### src/rtl/ask_pkg.sv
// Shared constants, FSM state encoding and output range reduction for the ASK modulator.
// Build option: define ASK_MOD_SAT_EN to clamp out-of-range products instead of wrapping.
package ask_pkg;

  localparam int CW_W_DEF = 10;
  localparam int BS_W_DEF = 3;
  localparam int SPS_DEF  = 8;

  typedef logic [0:0] state_t;
  localparam state_t ST_IDLE = 1'b0;
  localparam state_t ST_RUN  = 1'b1;

`ifdef ASK_MOD_SAT_EN
  localparam bit SAT_EN = 1'b1;
`else
  localparam bit SAT_EN = 1'b0;
`endif

  // Caller keeps the low out_w bits; without clamping that is a plain wrap-around.
  function automatic logic signed [63:0] fit_result(input logic signed [63:0] x,
                                                    input int out_w);
    logic signed [63:0] hi;
    logic signed [63:0] lo;
    hi = (64'sd1 <<< (out_w - 1)) - 64'sd1;
    lo = -(64'sd1 <<< (out_w - 1));
    fit_result = x;
    if (SAT_EN) begin
      if (x > hi)      fit_result = hi;
      else if (x < lo) fit_result = lo;
    end
  endfunction

endpackage

### src/rtl/ask_mult_core.sv
// Two-stage sign-magnitude multiply: stage 1 holds sign and magnitudes, stage 2 the reduced product.
// Output reduction follows ASK_MOD_SAT_EN (clamp) or its absence (wrap).
module ask_mult_core
  import ask_pkg::*;
#(
  parameter int CW_W  = CW_W_DEF,
  parameter int BS_W  = BS_W_DEF,
  parameter int OUT_W = CW_W + BS_W
) (
  input  logic             clk,
  input  logic             rst,
  input  logic             in_valid,
  input  logic [CW_W-1:0]  a,
  input  logic [BS_W-1:0]  b,
  output logic             out_valid,
  output logic [OUT_W-1:0] out_data
);

  localparam int PW = CW_W + BS_W;

  logic            v1;
  logic            sgn1;
  logic [CW_W-1:0] mag_a1;
  logic [BS_W-1:0] mag_b1;
  logic [CW_W-1:0] mag_a_c;
  logic [BS_W-1:0] mag_b_c;
  logic [PW-1:0]   prod_u;
  logic signed [PW-1:0] prod_s;

  // Negating the most negative value leaves 2^(W-1), which is the correct unsigned magnitude.
  always_comb begin
    mag_a_c = a[CW_W-1] ? -a : a;
    mag_b_c = b[BS_W-1] ? -b : b;
    prod_u  = PW'(mag_a1) * PW'(mag_b1);
    prod_s  = sgn1 ? -$signed(prod_u) : $signed(prod_u);
  end

  always_ff @(posedge clk or posedge rst) begin
    if (rst) begin
      v1        <= 1'b0;
      sgn1      <= 1'b0;
      mag_a1    <= '0;
      mag_b1    <= '0;
      out_valid <= 1'b0;
      out_data  <= '0;
    end else begin
      v1 <= in_valid;
      if (in_valid) begin
        sgn1   <= a[CW_W-1] ^ b[BS_W-1];
        mag_a1 <= mag_a_c;
        mag_b1 <= mag_b_c;
      end
      out_valid <= v1;
      if (v1) out_data <= OUT_W'(fit_result(64'(prod_s), OUT_W));
    end
  end

endmodule

### src/rtl/ask_mod_stream.sv
// Streaming ASK modulator: scales each carrier sample by the current symbol amplitude.
// Build option: ASK_MOD_SAT_EN selects clamping of narrowed outputs (see ask_pkg).
module ask_mod_stream
  import ask_pkg::*;
#(
  parameter int CW_W  = CW_W_DEF,
  parameter int BS_W  = BS_W_DEF,
  parameter int OUT_W = CW_W + BS_W,
  parameter int SPS   = SPS_DEF
) (
  input  logic             clk,
  input  logic             rst,
  input  logic             cw_valid,
  input  logic [CW_W-1:0]  cw_data,
  input  logic             sym_valid,
  output logic             sym_ready,
  input  logic [BS_W-1:0]  sym_data,
  output logic             out_valid,
  output logic [OUT_W-1:0] out_data,
  output logic             sym_underrun
);

  localparam int CNT_W = (SPS > 1) ? $clog2(SPS) : 1;
  localparam logic [CNT_W-1:0] LAST = CNT_W'(SPS - 1);

  state_t          state;
  logic [CNT_W-1:0] cnt;
  logic [BS_W-1:0] cur_sym;
  logic [BS_W-1:0] amp;
  logic            sym_end;

  // Handshake: a symbol moves when sym_valid && sym_ready; ready is high whenever idle,
  // or on the final carrier sample of the running symbol so symbols chain gap-free.
  always_comb begin
    sym_end   = (state == ST_RUN) && cw_valid && (cnt == LAST);
    sym_ready = !rst && ((state == ST_IDLE) || sym_end);
    amp       = (state == ST_RUN) ? cur_sym : '0;
  end

  always_ff @(posedge clk or posedge rst) begin
    if (rst) begin
      state        <= ST_IDLE;
      cnt          <= '0;
      cur_sym      <= '0;
      sym_underrun <= 1'b0;
    end else begin
      sym_underrun <= 1'b0;
      if (state == ST_IDLE) begin
        if (sym_valid) begin
          cur_sym <= sym_data;
          cnt     <= '0;
          state   <= ST_RUN;
        end
      end else if (cw_valid) begin
        if (cnt == LAST) begin
          cnt <= '0;
          if (sym_valid) begin
            cur_sym <= sym_data;
          end else begin
            state        <= ST_IDLE;
            sym_underrun <= 1'b1;
          end
        end else begin
          cnt <= cnt + 1'b1;
        end
      end
    end
  end

  ask_mult_core #(
    .CW_W  (CW_W),
    .BS_W  (BS_W),
    .OUT_W (OUT_W)
  ) u_mult (
    .clk       (clk),
    .rst       (rst),
    .in_valid  (cw_valid),
    .a         (cw_data),
    .b         (amp),
    .out_valid (out_valid),
    .out_data  (out_data)
  );

endmodule
### config.mk
export PLATFORM = sky130hd
export DESIGN_NAME = ask_mod_stream
export DESIGN_NICKNAME = d
export VERILOG_FILES = /design/src/rtl/ask_pkg.sv /design/src/rtl/ask_mult_core.sv /design/src/rtl/ask_mod_stream.sv
export SDC_FILE = /design/constraint.sdc
export NUM_CORES = 1
export LEC_CHECK = 0
export ABC_CLOCK_PERIOD_IN_PS = 4430
export CAP_MARGIN = 10
export CORE_ASPECT_RATIO = 1.75
export CORE_MARGIN = 2
export CORE_UTILIZATION = 40
export DETAILED_ROUTE_END_ITERATION = 16
export PLACE_DENSITY = 0.66
export SLEW_MARGIN = 40
export SYNTH_ARGS = -nofsm -noshare
export SYNTH_HDL_FRONTEND = slang
export SYNTH_SLANG_ARGS = --single-unit
### constraint.sdc
create_clock -name clk -period 4.43 [get_ports clk]
set_input_delay 0.6645 -clock clk [delete_from_list [all_inputs] [get_ports clk]]
set_output_delay 0.6645 -clock clk [all_outputs]
set_load 0.005 [all_outputs]
==> results.txt <==
The flow ran to the end, and the final reports show no timing, DRC or antenna violations. The run gives 312 as the count of mapped cells out of synthesis. Number of flip-flops and latches in the synthesized netlist: 37. The total overflow left after global routing is 0. Across every metal layer, demand over resource in global routing totals 16.6%. The depth of the CTS H-tree was 2. The total vias in the final route is 2,166, and the area occupied by registers is 926 µm². The tools report the distinct cell type count after synthesis as 49. At the end of the flow, the number of nets in the layout was 384. The startpoint of the worst register-to-register path is u_mult.mag_b1[2]. For this run, the top clock speed supported by timing is 250 MHz. Switching share of power: 40.7%.

Counting flops with a built-in enable in the synthesized netlist gives 0. Final core utilization: 49.6%. The category of the worst setup path capture point was a flip-flop.

Routability-driven placement finished with a final weighted congestion of 0.893. The first routing iteration left 103 violations. Grouping stages by cell kind, the critical path spends the most delay in simple AND/OR/NAND/NOR gates. The final clock period utilization by the worst path was 90.4%.

The maximum fanout encountered on the critical timing path came out at 10. The cell that appears most often on the critical path is fa_1. Type of the setup path with the least slack: flip-flop to flip-flop. The tools report the sink of the worst hold path as u_mult.out_data[0]. Cell area after placement: 3120 µm². The startpoint class of the critical path is a flip-flop. The number of cells on the worst reg-to-reg path is 12. The clock buffer count from CTS was 5. The pin slew with the least headroom to its limit is 0.707 ns, and the I/O pin count is 33. Relative to the synthesized area, the layout overhead comes to 19.4%.

The share of the Yosys chip area taken by registers is 33.9%. The critical path goes through nand2_1 > fa_1 > inv_1 > ha_1 > fa_1 > a211oi_2 > o21ai_0 > and2_4 > or4_4 > nor4_2 > mux2i_1 > a2111o_1. Top flip-flop cell by instance count after synthesis: dfrtp_1.

Cell internal power was estimated by the tool at 1.25 mW. The run gives 2,208 as the number of global-route vias before repair. The tools report the number of max-slew violations in the final report as 0. The die is 66.5 µm wide. The logs give 0 for the number of buffers inserted to repair setup after CTS and 638 for the fill cell instance count of the final layout.

The slowest stage of the critical path belongs to the cell fa_1. The worst register-to-register path has a setup slack of 0.43 ns. The multi-input combinational cells in the finished layout cover a total of 1650 µm².

Total wire length: 5430 µm. The clock net in this run drives a total of 37 sinks. The path class of the tightest hold or removal check is flip-flop to flip-flop.

The tools report the number of antenna violations at the first check in global routing as 0. After routing the design area is 3270 µm². The power density relative to cell area was 643 nW/µm². The longest individual stage delay on the worst path was 0.55 ns.

The tools report the endpoint of the most critical register-to-register path as u_mult.out_data[12]. Averaged over all synthesized cells, the footprint is 8.77 µm². In the final timing run, aggregate negative setup slack is 0 ns. For this run, asynchronously set or reset flops after synthesis account for 100%. The tools report the number of antenna-violating nets in the routed design as 0. Entering global routing, the biggest net connects 33 pins.

VDD sags by at most 0.357 mV. Measured along the y axis, the die boundary spans 113 µm. The run gives 4.59 ns as the endpoint required time on the critical path. The tools report the startpoint of the most critical hold path as u_mult.out_data[0].

After clock tree synthesis, the flow added hold-fix buffers numbering 0. The tools report the reported max-cap violation count as 0. The detailed-route vias per instance came out at 5.11. In this run the power spent charging and discharging nets is 0.856 mW. Maximum buffer depth of the clock tree: 2. The worst hold margin was 0.487 ns; the number of synthesis warnings was 0. After synthesis the cells add up to 2740 µm². The clock reaches the later pin of the worst-skew pair after 0.28 ns. In this run the static leakage power is 1.50 nW. The post-detailed-route wirelength per cell was 12.8 µm. For this run, design rule violations remaining after detail routing come to 0. Time the worst path needs with I/O delays and setup: 4.00 ns. Setup violations remaining at the end of the flow were counted as 0. The headroom to the max-slew limit was 52.8%.

Between clock sinks in the finished design, the worst skew comes to 0.00317 ns. When the netlist entered floorplanning its net count stood at 355. The area of the placeable core is 6590 µm². After clock tree synthesis, the repair step resized 0 gates.

The tools report the total count of hold-check failures in the final report as 0. The first-pass GRT wire length is 9650 µm. TritonCTS built the clock tree. The library cell used as clock root buffer is clkbuf_16. After clock tree synthesis, the clock-pin slew on the worst setup and hold paths is 0.06 ns. The logs give 56.6% for the combinational cell fraction of total power and 39 for the standard-cell row count.

The count of buffer and inverter cells on the critical path is 1, and the area enclosed by the die boundary is 7540 µm². The run gives 41.5% as the starting utilization of the core area. Setup repair after global routing left no endpoint under its margin. Data arrives at the worst endpoint at 4.17 ns.

For the detailed-routing iteration count for the pre-antenna-repair pass, the log shows 4. Buffers placed on the I/O ports in this run total 32. The layout cell share with drive strength beyond 1 was 7.31%; the share of total power in the clock network was 16.4%.

The number of antenna diodes in the final layout is 0. Detailed placement ended at an HPWL of 4450 µm. Sequential cells burn 27.1% of the power. Along the worst hold path, the cell count comes to 2.
-- cell usage in the layout (no fill, tap or decap), types with 8 or more instances in the layout --
cell             instances
nand2_1                 46
dfrtp_1                 37
clkdlybuf4s50_1         32
nor2_1                  31
inv_1                   29
a21oi_1                 23
ha_1                    17
xor2_1                  15
o21ai_0                 11
mux2_2                  10
fa_1                     9
xnor2_1                  8
-- worst max path at each step --
stage                                start  cells after the start                   to
after floorplan           u_mult.mag_b1[2]                     13  u_mult.out_data[12]
after global placement    u_mult.mag_b1[2]                     12  u_mult.out_data[12]
after detailed placement  u_mult.mag_b1[2]                     12  u_mult.out_data[12]
after CTS                 u_mult.mag_b1[2]                     12  u_mult.out_data[12]
after global routing      u_mult.mag_b1[2]                     12  u_mult.out_data[12]
final                     u_mult.mag_b1[2]                     12  u_mult.out_data[12]
-- through the flow --
step           setup WS [ns]  std cells  power [mW]
3_5_place_dp           0.420        416        1.78
5_1_grt                0.162        424        2.33
6_report               0.427        424        2.10
4_1_cts                0.403        424        2.13
3_3_place_gp           0.503        416        1.75
2_1_floorplan          0.588        312        1.45
-- cell usage after synthesis, types with 2 or more instances --
cell type / count / area [µm²]
clkbuf_1: 8 / 30.0
o22ai_1: 3 / 18.8
o31ai_1: 6 / 45.0
ha_1: 17 / 213
nor3b_1: 2 / 15.0
xor2_1: 15 / 131
and2_1: 4 / 25.0
nand3b_1: 2 / 15.0
mux2_2: 10 / 113
dfrtp_1: 37 / 926
nor3_1: 2 / 10.0
xnor2_1: 8 / 70.1
inv_1: 29 / 109
fa_1: 9 / 180
nor2b_1: 3 / 18.8
mux2i_1: 5 / 50.1
o21ai_0: 11 / 55.1
a21boi_0: 2 / 15.0
nand2_1: 46 / 173
nand2b_1: 3 / 18.8
a21o_1: 2 / 15.0
nand3_1: 5 / 25.0
a21oi_1: 23 / 115
or4_1: 3 / 22.5
buf_1: 3 / 11.3
nor2_1: 31 / 116
-- flip-flops by register name, summed over array words and instances (netlist names) --
signal / count
state: 1
u_mult.mag_b1: 3
u_mult.v1: 1
u_mult.sgn1: 1
u_mult.mag_a1: 10
u_mult.out_data: 13
u_mult.out_valid: 1
sym_underrun: 1
cur_sym: 3
cnt: 3
-- power groups by stage --
stage	registers [mW]	logic (mW)	clock network, mW
final	0.569	1.19	0.344
after detailed placement	0.578	1.20	0
after global placement	0.570	1.18	0
after floorplan	0.525	0.924	0
after CTS	0.572	1.21	0.352
after global routing	0.591	1.37	0.369
-- worst register-to-register path: stages (launching register included) --
cell and delay, ns:
dfrtp_1 0.51, nand2_1 0.13, fa_1 0.55, inv_1 0.04, ha_1 0.21, fa_1 0.44, a211oi_2 0.30, o21ai_0 0.15
and2_4 0.19, or4_4 0.55, nor4_2 0.32, mux2i_1 0.12, a2111o_1 0.38
-- kinds of logic (layout without fill, tap and decap cells) --
family | count (synthesis) | in the layout | synth area share (%)
AOI/OAI and AO/OA | 60 | 60 | 13.9
xor gates and xnor gates | 23 | 23 | 7.37
adders and majority gates | 26 | 26 | 14.4
buffers and inverters | 41 | 71 | 5.76
DFF | 37 | 37 | 33.9
muxes | 15 | 15 | 5.95
and+or+nand+nor | 110 | 110 | 18.8
-- per-layer routing --
| layer | global-route usage [%] | part of all wire (%) | up-vias |
|---|---|---|---|
| met2 | 30.9 | 57 | 36 |
| li1 | - | - | 1116 |
| met3 | 2.37 | 1.9 | 13 |
| met4 | 9.39 | 3.1 | 0 |
| met1 | 16.8 | 38 | 1001 |
| met5 | 0 | 0 | - |
-- area by class of cell --
type / count / share of cell area, %
multi-input combinational: 234 / 50.6
inverter: 29 / 3.33
clock buffer: 5 / 3.83
timing repair buffer: 34 / 10.3
clock inverter: 3 / 0.536
sequential: 37 / 28.3
tap: 82 / 3.14
Power figures use the tool's default switching activity.
